**src/rtl/sysid_check_pkg.sv**
```systemverilog
// sysid_check_pkg: shared types and constants for the sysid checker.
// FSM state enum, slave word addresses, default expected words.
package sysid_check_pkg;

   typedef enum logic [2:0] {
      IDLE,
      RD_ID,
      WAIT_ID,
      RD_TS,
      WAIT_TS,
      CHECK,
      DONE
   } sysid_state_t;

   localparam logic SYSID_ADDR_ID = 1'b0;
   localparam logic SYSID_ADDR_TS = 1'b1;

   localparam logic [31:0] SYSID_EXPECTED_ID = 32'hACD51302;
   localparam logic [31:0] SYSID_EXPECTED_TS = 32'h53104B65;

   // Width of a counter that must hold n-1 (counters run n-1 .. 0).
   function automatic int ctr_width(input int n);
      return (n > 2) ? $clog2(n) : 1;
   endfunction

endpackage

```
**src/rtl/sysid_down_ctr.sv**
```systemverilog
// sysid_down_ctr: loadable down-counter, saturates at 0.
// Ports: clock, reset, load/load_value, dec, zero (count == 0).
module sysid_down_ctr
   import sysid_check_pkg::*;
#(
   parameter int W = 8
) (
   input  logic         clock,
   input  logic         reset,
   input  logic         load,
   input  logic [W-1:0] load_value,
   input  logic         dec,
   output logic         zero
);

   localparam logic [W-1:0] ONE = W'(1);

   logic [W-1:0] cnt_q;

   always_ff @(posedge clock or posedge reset) begin
      if (reset) begin
         cnt_q <= '0;
      end else if (load) begin
         cnt_q <= load_value;
      end else if (dec && (cnt_q != '0)) begin
         cnt_q <= cnt_q - ONE;
      end
   end

   assign zero = (cnt_q == '0);

endmodule

```
**src/rtl/sysid_check_ctrl.sv**
```systemverilog
// sysid_check_ctrl: Avalon-MM master that reads sysid ID (addr 0) and
// timestamp (addr 1) and compares them with build-time values.
// Ports: clock, reset (async, high), start pulse; avm_address/avm_read
// out, avm_waitrequest/avm_readdata/avm_readdatavalid in; status out:
// busy, done pulse, sticky pass/fail/timeout_err, id_value, ts_value,
// retry_count.
// Option macro SYSID_CHECK_RECHECK_EN: rerun RECHECK_PERIOD cycles
// after each completed check.
module sysid_check_ctrl
   import sysid_check_pkg::*;
#(
   parameter logic [31:0] EXPECTED_ID    = SYSID_EXPECTED_ID,
   parameter logic [31:0] EXPECTED_TS    = SYSID_EXPECTED_TS,
   parameter int          CHECK_TS       = 1,
   parameter int          AUTO_START     = 1,
   parameter int          TIMEOUT_CYCLES = 256,
   parameter int          MAX_RETRIES    = 3
`ifdef SYSID_CHECK_RECHECK_EN
   ,
   parameter int          RECHECK_PERIOD = 1000000
`endif
) (
   input  logic        clock,
   input  logic        reset,
   input  logic        start,
   output logic        avm_address,
   output logic        avm_read,
   input  logic        avm_waitrequest,
   input  logic [31:0] avm_readdata,
   input  logic        avm_readdatavalid,
   output logic        busy,
   output logic        done,
   output logic        pass,
   output logic        fail,
   output logic        timeout_err,
   output logic [31:0] id_value,
   output logic [31:0] ts_value,
   output logic [1:0]  retry_count
);

   localparam int TW = ctr_width(TIMEOUT_CYCLES);
   // Loaded with N-1 so zero marks the N-th cycle of the read.
   localparam logic [TW-1:0] TMO_LOAD = TW'(TIMEOUT_CYCLES - 1);
   localparam logic [1:0] RETRY_MAX = 2'(MAX_RETRIES);

   sysid_state_t state_q, state_d;

   logic        in_rd, in_wait;
   logic        accept, got;
   logic        tmo_zero, tmo_ev, tmo_load;
   logic        retry_ok, launch, rerun, match;
   logic        auto_q, done_q;
   logic        pass_q, fail_q, tmo_q;
   logic [1:0]  retry_q;
   logic [31:0] id_q, ts_q;

   assign in_rd   = (state_q == RD_ID) || (state_q == RD_TS);
   assign in_wait = (state_q == WAIT_ID) || (state_q == WAIT_TS);
   assign accept  = in_rd && !avm_waitrequest;
   // Zero-latency data in the accept cycle counts as well.
   assign got     = avm_readdatavalid && (in_wait || accept);
   // Data on the expiry cycle wins over the timeout.
   assign tmo_ev  = (in_rd || in_wait) && tmo_zero && !got;
   assign retry_ok = retry_q < RETRY_MAX;

   assign launch =
      ((state_q == IDLE) && (start || auto_q)) ||
      ((state_q == DONE) && (start || rerun));

   assign match = (id_q == EXPECTED_ID) &&
                  ((CHECK_TS == 0) || (ts_q == EXPECTED_TS));

   assign tmo_load = tmo_ev ||
      (((state_d == RD_ID) || (state_d == RD_TS)) &&
       (state_d != state_q));

   sysid_down_ctr #(
      .W(TW)
   ) u_tmo (
      .clock      (clock),
      .reset      (reset),
      .load       (tmo_load),
      .load_value (TMO_LOAD),
      .dec        (in_rd || in_wait),
      .zero       (tmo_zero)
   );

`ifdef SYSID_CHECK_RECHECK_EN
   localparam int RW = ctr_width(RECHECK_PERIOD);
   localparam logic [RW-1:0] RC_LOAD = RW'(RECHECK_PERIOD - 1);

   logic rc_zero;

   sysid_down_ctr #(
      .W(RW)
   ) u_recheck (
      .clock      (clock),
      .reset      (reset),
      .load       ((state_d == DONE) && (state_q != DONE)),
      .load_value (RC_LOAD),
      .dec        (state_q == DONE),
      .zero       (rc_zero)
   );

   // A start in DONE leaves DONE first, so the timer is abandoned.
   assign rerun = rc_zero && (state_q == DONE);
`else
   assign rerun = 1'b0;
`endif

   always_ff @(posedge clock or posedge reset) begin
      if (reset) begin
         state_q <= IDLE;
      end else begin
         state_q <= state_d;
      end
   end

   always_comb begin
      state_d = state_q;
      unique case (state_q)
         IDLE:
            if (launch) state_d = RD_ID;
         RD_ID:
            if (got) state_d = RD_TS;
            else if (tmo_ev) state_d = retry_ok ? RD_ID : DONE;
            else if (accept) state_d = WAIT_ID;
         WAIT_ID:
            if (got) state_d = RD_TS;
            else if (tmo_ev) state_d = retry_ok ? RD_ID : DONE;
         RD_TS:
            if (got) state_d = CHECK;
            else if (tmo_ev) state_d = retry_ok ? RD_ID : DONE;
            else if (accept) state_d = WAIT_TS;
         WAIT_TS:
            if (got) state_d = CHECK;
            else if (tmo_ev) state_d = retry_ok ? RD_ID : DONE;
         CHECK:
            state_d = DONE;
         DONE:
            if (launch) state_d = RD_ID;
         default:
            state_d = IDLE;
      endcase
   end

   always_comb begin
      avm_read    = 1'b0;
      avm_address = SYSID_ADDR_ID;
      busy        = 1'b0;
      unique case (state_q)
         RD_ID: begin
            avm_read = 1'b1;
            busy     = 1'b1;
         end
         RD_TS: begin
            avm_read    = 1'b1;
            avm_address = SYSID_ADDR_TS;
            busy        = 1'b1;
         end
         WAIT_ID, WAIT_TS, CHECK:
            busy = 1'b1;
         default: ;
      endcase
   end

   always_ff @(posedge clock or posedge reset) begin
      if (reset) begin
         auto_q  <= (AUTO_START != 0);
         done_q  <= 1'b0;
         pass_q  <= 1'b0;
         fail_q  <= 1'b0;
         tmo_q   <= 1'b0;
         retry_q <= 2'd0;
         id_q    <= '0;
         ts_q    <= '0;
      end else begin
         auto_q <= 1'b0;
         done_q <= (state_d == DONE) && (state_q != DONE);
         if (launch) begin
            pass_q  <= 1'b0;
            fail_q  <= 1'b0;
            tmo_q   <= 1'b0;
            retry_q <= 2'd0;
         end
         if (tmo_ev) begin
            if (retry_ok) begin
               retry_q <= retry_q + 2'd1;
            end else begin
               fail_q <= 1'b1;
               tmo_q  <= 1'b1;
            end
         end
         if (state_q == CHECK) begin
            pass_q <= match;
            fail_q <= !match;
         end
         if (got && ((state_q == RD_ID) || (state_q == WAIT_ID))) begin
            id_q <= avm_readdata;
         end
         if (got && ((state_q == RD_TS) || (state_q == WAIT_TS))) begin
            ts_q <= avm_readdata;
         end
      end
   end

   assign done        = done_q;
   assign pass        = pass_q;
   assign fail        = fail_q;
   assign timeout_err = tmo_q;
   assign retry_count = retry_q;
   assign id_value    = id_q;
   assign ts_value    = ts_q;

endmodule

```
**config.mk**
```make
export PLATFORM = sky130hd
export DESIGN_NAME = sysid_check_ctrl
export DESIGN_NICKNAME = d
export VERILOG_FILES = /design/src/rtl/sysid_check_pkg.sv /design/src/rtl/sysid_down_ctr.sv /design/src/rtl/sysid_check_ctrl.sv
export SDC_FILE = /design/constraint.sdc
export NUM_CORES = 1
export LEC_CHECK = 0
export CAP_MARGIN = 20
export CORE_ASPECT_RATIO = 0.5
export CORE_UTILIZATION = 50
export CTS_BUF_LIST = sky130_fd_sc_hd__clkbuf_4 sky130_fd_sc_hd__clkbuf_8
export DETAILED_ROUTE_END_ITERATION = 6
export GPL_ROUTABILITY_DRIVEN = 0
export PLACE_DENSITY = 0.8
export SLEW_MARGIN = 10
export SYNTH_ARGS = -nofsm -noshare
export SYNTH_HDL_FRONTEND = slang
export SYNTH_SLANG_ARGS = --single-unit
export TNS_END_PERCENT = 1
```
**constraint.sdc**
```tcl
create_clock -name clock -period 7.45 [get_ports clock]
set_input_delay 2.235 -clock clock [delete_from_list [all_inputs] [get_ports clock]]
set_output_delay 2.235 -clock clock [all_outputs]
set_load 0.03 [all_outputs]
```
# Word level (Yosys, flattened, before mapping)
# Cells that the tools add are included.
# totals
register_bits	82
output_inout_bits	73
word_cells	88
# classes
add_sub_neg	2
n_lt_le_gt_ge	1
eq_ne	13
mux	29
reduce_logical	33
# op_table
cell	count
two-way mux 3 bit	11
== test 32 x 31 -> 1 bit, second input constant	1
== test 32 bit, second input constant	1
case mux 3 bit (6 select lines)	1
two-way mux 8 bit	2
== test 3 bit, second input constant	4
logical AND 1 bit	12
two-way mux 1 bit	12
logical OR 1 bit	10
== test 3 x 2 -> 1 bit, second input constant	3
logical NOT 8 bit	1
nonzero test 8 bit	1
subtractor 8 x 1 -> 8 bit, second input constant	1
== test 3 x 1 -> 1 bit, second input constant	2
two-way mux 2 bit	3
OR reduction 5 bit	1
nonzero test 2 bit	2
OR reduction 2 bit	2
logical NOT 1 bit	3
logical NOT 3 bit	1
!= test 3 bit	1
!= test 3 bit, second input constant	1
adder 2 x 1 -> 2 bit, second input constant	1
< comparator 2 bit, second input constant	1

# Longest topological paths before layout
# Gate-level depths: netlist of run 1.
# depth
ltp_word	15
mapped_depth	8

# Hierarchy
# A second synthesis of run 1 with hierarchy kept.
# unflattened
hier_cells	295
hier_area_um2	3903.7
# modules_own_cells
module	n_inst	cells_per_inst	area_per_inst_um2	seq_area_each_um2
sysid_check_ctrl	1	242	3408.3	1853.0
sysid_down_ctr	1	53	495.5	200.2

# Worst setup path after synthesis of run 1
# Ideal clock, no wire load.
# synth_timing
kind	input port to flip-flop
startpoint	in avm_readdatavalid
endpoint	reg u_tmo.cnt_q[1]
setup_ns	0.140
arrival_ns	3.710
path_slack_ns	3.600
path_stages	7
n_path_buf	1
path_cell_list	buf_2 nand2b_2 a211o_1 and2_1 o221a_4 a41oi_4 o211ai_1
# synth_via
elab_chain_len	11
elab_cells_between_ends	19
# synth_rtl
item	line	source
start, declared	sysid_check_ctrl.sv:30	input logic avm_readdatavalid,
logical AND 1 bit *	sysid_check_ctrl.sv:61	assign got = avm_readdatavalid && (in_wait || accept);
logical NOT 1 bit	sysid_check_ctrl.sv:63	assign tmo_ev = (in_rd || in_wait) && tmo_zero && !got;
logical AND 1 bit	sysid_check_ctrl.sv:63	
two-way mux 3 bit (on tied branches) (2 in a row)	n/a	
case mux 3 bit (6 select lines)	sysid_check_ctrl.sv:121	unique case (state_q)
== test 3 x 1 -> 1 bit or == test 3 x 2 -> 1 bit (tied branches)	sysid_check_ctrl.sv:74	(((state_d == RD_ID) || (state_d == RD_TS)) &&
logical OR 1 bit	sysid_check_ctrl.sv:74	
logical AND 1 bit	sysid_check_ctrl.sv:74	
logical OR 1 bit *	sysid_check_ctrl.sv:73	assign tmo_load = tmo_ev ||
two-way mux 8 bit or nonzero test 2 bit (tied branches)	n/a	
end signal, assigned	sysid_down_ctr.sv:24	cnt_q <= load_value;
end signal, assigned	sysid_down_ctr.sv:26	cnt_q <= cnt_q - ONE;
end, declared	sysid_down_ctr.sv:18	logic [W-1:0] cnt_q;
# Mark *: on every way between the ends. The rest lies on a longest branch, timed or not.
# A chain may end at the register's enable or synchronous reset.

# Worst setup path in the final report of run 1
# layout_timing
startpoint	reg state_q[0]
endpoint	out avm_address
# layout_via
elab_chain_len	2
# layout_rtl
item	line	source
start, declared	sysid_check_ctrl.sv:46	sysid_state_t state_q, state_d;
start signal, assigned	sysid_check_ctrl.sv:115	state_q <= state_d;
== test 3 x 2 -> 1 bit	sysid_check_ctrl.sv:151	unique case (state_q)
two-way mux 1 bit	sysid_check_ctrl.sv:151	
end, declared	sysid_check_ctrl.sv:26	output logic avm_address,
# No other way between the ends.

==> flow_summary.yaml, run 1 <==
flow_run:
  max_cap_viol_count: 0
clocking:
  numCtsBuffers: 9
  htree_levels: 3
  cts_tree: "done"
  path_clk_slew_ns: 0.09
  cts-resized-gates: 0
  cts-root-buf: "clkbuf_8"
  clk_latency_ns: 0.35
  hold_buffers: 0
  post_cts_buffers: 0
  cts_max_path_buffers: 2
  clock_sinks: 82
sta:
  final.period_utilization_pct: 60.3
  final-hold-violation-count: 0
  fin_skew_ns: 0.0125
  min_period_ns: 4.49
  maxSlewHeadroom_pct: 41.8
  setup_viol: 0
  maxSlewViolCount: 0
  setup-tns-final_ns: 0
  grt_setup_unrepaired: "no"
  max_freq_mhz: 223
  holdWs_ns: 0.490
  tightestPinTransition_ns: 0.871
drt:
  dr.first_iter.drc_count: 227
  finalWirelength_mm: 8.87
  wire_per_inst_um: 17.2
  antenna_left: 0
  drc: 0
  dr_total_vias: 2821
  firstDrtPassIters: 6
  viasPerCell: 5.47
run_status:
  status: "completed"
setup_path:
  cp.arrival_ns: 2.26
  crit_type: "reg2out"
  critPathMaxStageDelay_ns: 0.67
  cp.required_ns: 5.22
  crit_slowest_cell: "clkdlybuf4s50_1"
  start_kind: "register"
  path_max_fanout: 15
  cp-end-kind: "output port"
  path_cells: "nor2b_1 -> nand2_1 -> inv_1 -> clkdlybuf4s50_1"
final_layout:
  syn_to_final_growth_pct: 37.3
  n_antenna_cell: 0
  finalNonFillerCells: 516
  nets: 455
  drive_gt1_share_pct: 7.62
place:
  portBuffers: 109
  dp_hpwl_mm: 6.32
  dp.cells: 498
global_route:
  grt_max_degree: 83
  grt_pass1_vias: 2873
  antenna_found_initial: 0
  grt.overflow.total: 0
  grt_pass1_wl_mm: 14.1
  grtUsageTotal_pct: 23.1
pwr:
  p_switching_mw: 1.06
  worst_ir_drop_vdd_uv: 303
  internal_power_mw: 1.36
  power.density_nw_per_um2: 465
  p_clk_share_pct: 12.6
  netSwitchingFraction_pct: 43.7
  leakage_nw: 2.17
  power.share.combinational_pct: 53.3
  p_seq_share_pct: 34.1
yosys:
  ys_warn_count: 0
  synth_cells: 305
  synth_fa_ha_area_share_pct: 0.989
  async_reset_ff_share_pct: 100
  yosysMostFrequentCell: "dfrtp_1"
  synthMuxAreaShare_pct: 19.0
  syn-cell-area_um2: 3790
  synth_compound_area_share_pct: 7.58
  synth_top_family_by_area: "multiplexers"
  ys_ff_latch: 82
  synth_seq_area_share_pct: 54.1
  synthesis.nets: 345
  synth_common_cells: "dfrtp_1 (81), mux2_1 (64), nand2_1 (22)"
  synthXorXnorAreaFrac_pct: 1.85
  syn_area_per_cell_um2: 12.4
  yosysTopAreaCell: "dfrtp_1"
  synth-simple-area-share_pct: 13.6
  synth_cell_type_count: 51
  ys.flop_type: "dfrtp_1"
  synth_edf_count: 0
  yosys-top-cells-area: "dfrtp_1 (53%), mux2_1 (19%), nand2_1 (2.2%), nor2_1 (1.4%), nor4b_1 (1.4%)"
  yosys.area.top_type_share_pct: 53.4
die:
  die_h_um: 63.6
  rows: 22
  io_pins: 110
  initial_utilization_pct: 51.6
  die_w_um: 125
  dieArea_um2: 7960
  core_um2: 7350
worst_hold_path:
  hold_path_class: "reg2reg"
layout make-up:
type,instances,area (um^2)
multi-input combinational,199,1650
inverter,11,42.5
timing repair buffer,112,1150
sequential,82,2050
clock buffer,12,165
clock inverter,4,25.0
tap,96,120
fill,533,2140
power groups by stage:
| stage | Clock, mW | Sequential [mW] | Combinational (mW) |
|---|---|---|---|
| floorplan | 0 | 1.13 | 0.459 |
| global placement | 0 | 0.817 | 1.26 |
| detailed placement | 0 | 0.831 | 1.29 |
| CTS | 0.312 | 0.826 | 1.29 |
| global route | 0.331 | 0.853 | 1.36 |
| finish | 0.306 | 0.827 | 1.29 |
critical path, delay by kind of cell (launching register included):
| kind | cells | cell delay (ns) |
|---|---|---|
| simple gates | 2 | 0.48 |
| buf+inv | 2 | 0.80 |
| flops | 1 | 0.62 |
path summary, 6_finish.rpt:
kind,from,end,slack (ns),cells past startpoint
min in group asynchronous,reset,id_value[21],2.21,3
max reg2reg,state_q[2],u_tmo.cnt_q[1],4.89,6
max,state_q[0],avm_address,2.96,4
min reg2reg,timeout_err,timeout_err,0.49,2
max in group asynchronous,reset,id_value[9],4.65,4
min,timeout_err,timeout_err,0.49,2
stage by stage:
stage	power [mW]	cell area [um^2]	utilization (%)	setup slack (ns)
global placement	2.08	4960	67.6	2.81
global route	2.55	5210	70.9	2.80
finish	2.42	5210	70.9	2.96
CTS	2.43	5150	70.1	2.96
floorplan	1.59	3790	-	3.11
detailed placement	2.12	4960	67.6	2.72
layout by cell type, fill, tap and decap left out, drive strengths merged, types with 3 or more instances in the layout:
master | netlist | layout
nand3 | 9 | 9
clkinv | 0 | 3
mux2 | 64 | 64
buf | 10 | 3
nor4 | 4 | 4
dfrtp | 81 | 81
xor2 | 6 | 6
nand4 | 5 | 5
a41oi | 3 | 3
nand2 | 22 | 22
nand2b | 4 | 4
clkdlybuf4s50 | 0 | 109
a21oi | 3 | 3
o211ai | 3 | 3
o21ai | 11 | 11
nor2 | 14 | 14
nor2b | 3 | 3
inv | 11 | 10
clkbuf | 3 | 12
ha | 3 | 3
nor3 | 6 | 6
nor4bb | 5 | 5
nor4b | 6 | 6
per-layer routing:
layer	vias to the layer above	GRT usage [%]	part of all wire, %
li1	1328	-	-
met1	1413	28.2	44
met2	76	40.4	51
met3	4	6.63	4.0
met4	0	6.10	0.56
met5	-	0	0
kinds of logic (layout without fill, tap and decap cells):
family / after synthesis / count (layout)
AOI/OAI and AO/OA: 35 / 35
xor gates and xnor gates: 8 / 8
adders and majority gates: 3 / 3
buffers and inverters: 24 / 139
DFF: 82 / 82
muxes: 64 / 64
other: 1 / 1
and+or+nand+nor: 88 / 88
flip-flops by register name, summed over array words and instances, names as in the netlist:
name	flops
pass	1
u_tmo.cnt_q	8
retry_count	2
fail	1
id_value	32
ts_value	32
timeout_err	1
done	1
state_q	3
auto_q	1
Power figures use the tool's default switching activity.
==> run 2, diff against run 1 <==
--- a/config.mk
+++ b/config.mk
@@ -7,11 +7,11 @@
 export LEC_CHECK = 0
 export CAP_MARGIN = 20
 export CORE_ASPECT_RATIO = 0.5
-export CORE_UTILIZATION = 50
+export CORE_UTILIZATION = 44
 export CTS_BUF_LIST = sky130_fd_sc_hd__clkbuf_4 sky130_fd_sc_hd__clkbuf_8
 export DETAILED_ROUTE_END_ITERATION = 6
 export GPL_ROUTABILITY_DRIVEN = 0
-export PLACE_DENSITY = 0.8
+export PLACE_DENSITY = 0.74
 export SLEW_MARGIN = 10
 export SYNTH_ARGS = -nofsm -noshare
 export SYNTH_HDL_FRONTEND = slang
==> constraint.sdc (replaced) <==
create_clock -name clock -period 3.65 [get_ports clock]
set_input_delay 1.095 -clock clock [delete_from_list [all_inputs] [get_ports clock]]
set_output_delay 1.095 -clock clock [all_outputs]
set_load 0.03 [all_outputs]
==> run 2 against run 1 <==
Against the previous run: via count increased by 1.8%; combinational power increased by 110%; clock power rose by 110%; final area rose by 0.22%; first-iteration DRC count shrank 26%; clock skew is 0.00065 ns lower; core utilization down 7.0 points; total power grew 110%; count of clock-buffer cells in the layout fell by 1; critical path depth rose by 3; critical path type is now in2reg.
==> flow_summary.yaml, run 2 (same netlist as run 1, synthesis figures left out) <==
global_route:
  antenna_found_initial: 0
  grtUsageTotal_pct: 22.2
  grt_max_degree: 47
  grt_pass1_wl_mm: 14.9
  grt.overflow.total: 0
  grt_pass1_vias: 2877
sta:
  maxSlewViolCount: 0
  tightestPinTransition_ns: 0.674
  min_period_ns: 3.17
  final-hold-violation-count: 0
  final.period_utilization_pct: 86.9
  setup-tns-final_ns: 0
  maxSlewHeadroom_pct: 55.0
  setup_viol: 0
  max_freq_mhz: 315
  grt_setup_unrepaired: "no"
  fin_skew_ns: 0.0118
pwr:
  power.share.combinational_pct: 54.1
  leakage_nw: 2.17
  p_clk_share_pct: 13.1
  p_total_mw: 5.00
  internal_power_mw: 2.82
  p_seq_share_pct: 32.8
  worst_ir_drop_vdd_uv: 525
  power.density_nw_per_um2: 957
  p_switching_mw: 2.18
  netSwitchingFraction_pct: 43.6
final_layout:
  fillers: 630
  register_area_um2: 2050
  layout_commonest_cell: "clkdlybuf4s50_1"
  multi_input_area_um2: 1650
  nets: 457
  drive_gt1_share_pct: 8.06
  n_antenna_cell: 0
  syn_to_final_growth_pct: 37.6
  final_cell_mix: "clkdlybuf4s50_1 (109), dfrtp_1 (81), mux2_1 (64)"
drt:
  antenna_left: 0
  drc: 0
  dr.first_iter.drc_count: 169
  dr_total_vias: 2871
  viasPerCell: 5.38
  finalWirelength_mm: 9.46
  wire_per_inst_um: 17.7
  firstDrtPassIters: 5
die:
  io_pins: 110
  core_um2: 8170
  dieArea_um2: 9020
  die_h_um: 67.7
  die_w_um: 133
  rows: 23
  initial_utilization_pct: 46.4
clocking:
  cts_tree: "done"
  path_clk_slew_ns: 0.08
  post_cts_buffers: 0
  cts-root-buf: "clkbuf_8"
  htree_levels: 3
  cts-resized-gates: 0
  hold_buffers: 0
  cts_max_path_buffers: 2
  clk_latency_ns: 0.36
  numCtsBuffers: 9
  clock_sinks: 82
setup_path:
  path_max_fanout: 9
  start_kind: "input port"
  cp-end-kind: "register"
  cp.arrival_ns: 3.40
  cp.required_ns: 3.88
  crit_type: "in2reg"
flow_run:
  max_cap_viol_count: 0
place:
  portBuffers: 109
  dp_hpwl_mm: 6.91
worst_hold_path:
  hold_path_class: "reg2reg"
run_status:
  status: "completed"
-- run 2: changes by cell type in the layout (fill, tap and decap cells not counted), sizes merged --
cell / before / now
clkbuf: 12 / 11
buf: 3 / 5
bufinv: 0 / 1
-- run 2: final timing paths --
| check | startpoint | to | slack [ns] | cells after the start |
|---|---|---|---|---|
| max in group asynchronous | reset | ts_value[4] | 1.85 | 3 |
| hold reg to reg | pass | pass | 0.51 | 2 |
| min in group asynchronous | reset | ts_value[17] | 1.13 | 2 |
| setup / recovery | avm_readdatavalid | u_tmo.cnt_q[1] | 0.48 | 7 |
| hold / removal | pass | pass | 0.51 | 2 |
| setup reg to reg | state_q[1] | u_tmo.cnt_q[1] | 1.30 | 6 |
-- run 2: stage by stage --
| step | instance area [um^2] | hold slack (ns) | instances | setup slack, ns | util [%] |
|---|---|---|---|---|---|
| after CTS | 5220 | 0.515 | 534 | 0.529 | 63.9 |
| after global placement | 5030 | 0.470 | 518 | 0.250 | 61.5 |
| after detailed placement | 5030 | 0.497 | 518 | 0.149 | 61.5 |
| final | 5220 | 0.507 | 534 | 0.478 | 63.9 |
| after floorplan | 3790 | 0.480 | 305 | 0.448 | - |
| after global routing | 5220 | 0.545 | 534 | 0.408 | 63.9 |
-- run 2: critical path: stages --
cell and delay, ns:
clkdlybuf4s50_1 0.75, nand2b_2 0.15, a211o_1 0.40, and2_1 0.24
o221a_4 0.29, a41oi_4 0.33, o211ai_1 0.14
-- run 2: routing by layer --
layer | vias up | global-route usage [%] | wire (um)
li1 | 1325 | - | -
met1 | 1447 | 25.9 | 4030
met2 | 86 | 39.4 | 4880
met3 | 13 | 6.91 | 431
met4 | 0 | 7.95 | 125
met5 | - | 0 | 0
-- run 2: power by group through the flow --
| stage | registers [mW] | logic (mW) | clock network [mW] |
|---|---|---|---|
| final | 1.64 | 2.71 | 0.653 |
| after CTS | 1.64 | 2.72 | 0.672 |
| after detailed placement | 1.65 | 2.71 | 0 |
| after global placement | 1.63 | 2.65 | 0 |
| after global routing | 1.69 | 2.85 | 0.715 |
| after floorplan | 2.30 | 0.936 | 0 |
-- run 2: layout make-up --
class	count	area share, %
tap	112	2.68
inverter	11	0.815
clock buffer	11	2.66
clock inverter	5	1.05
multi-input combinational	199	31.6
sequential	82	39.3
timing repair buffer	114	21.9
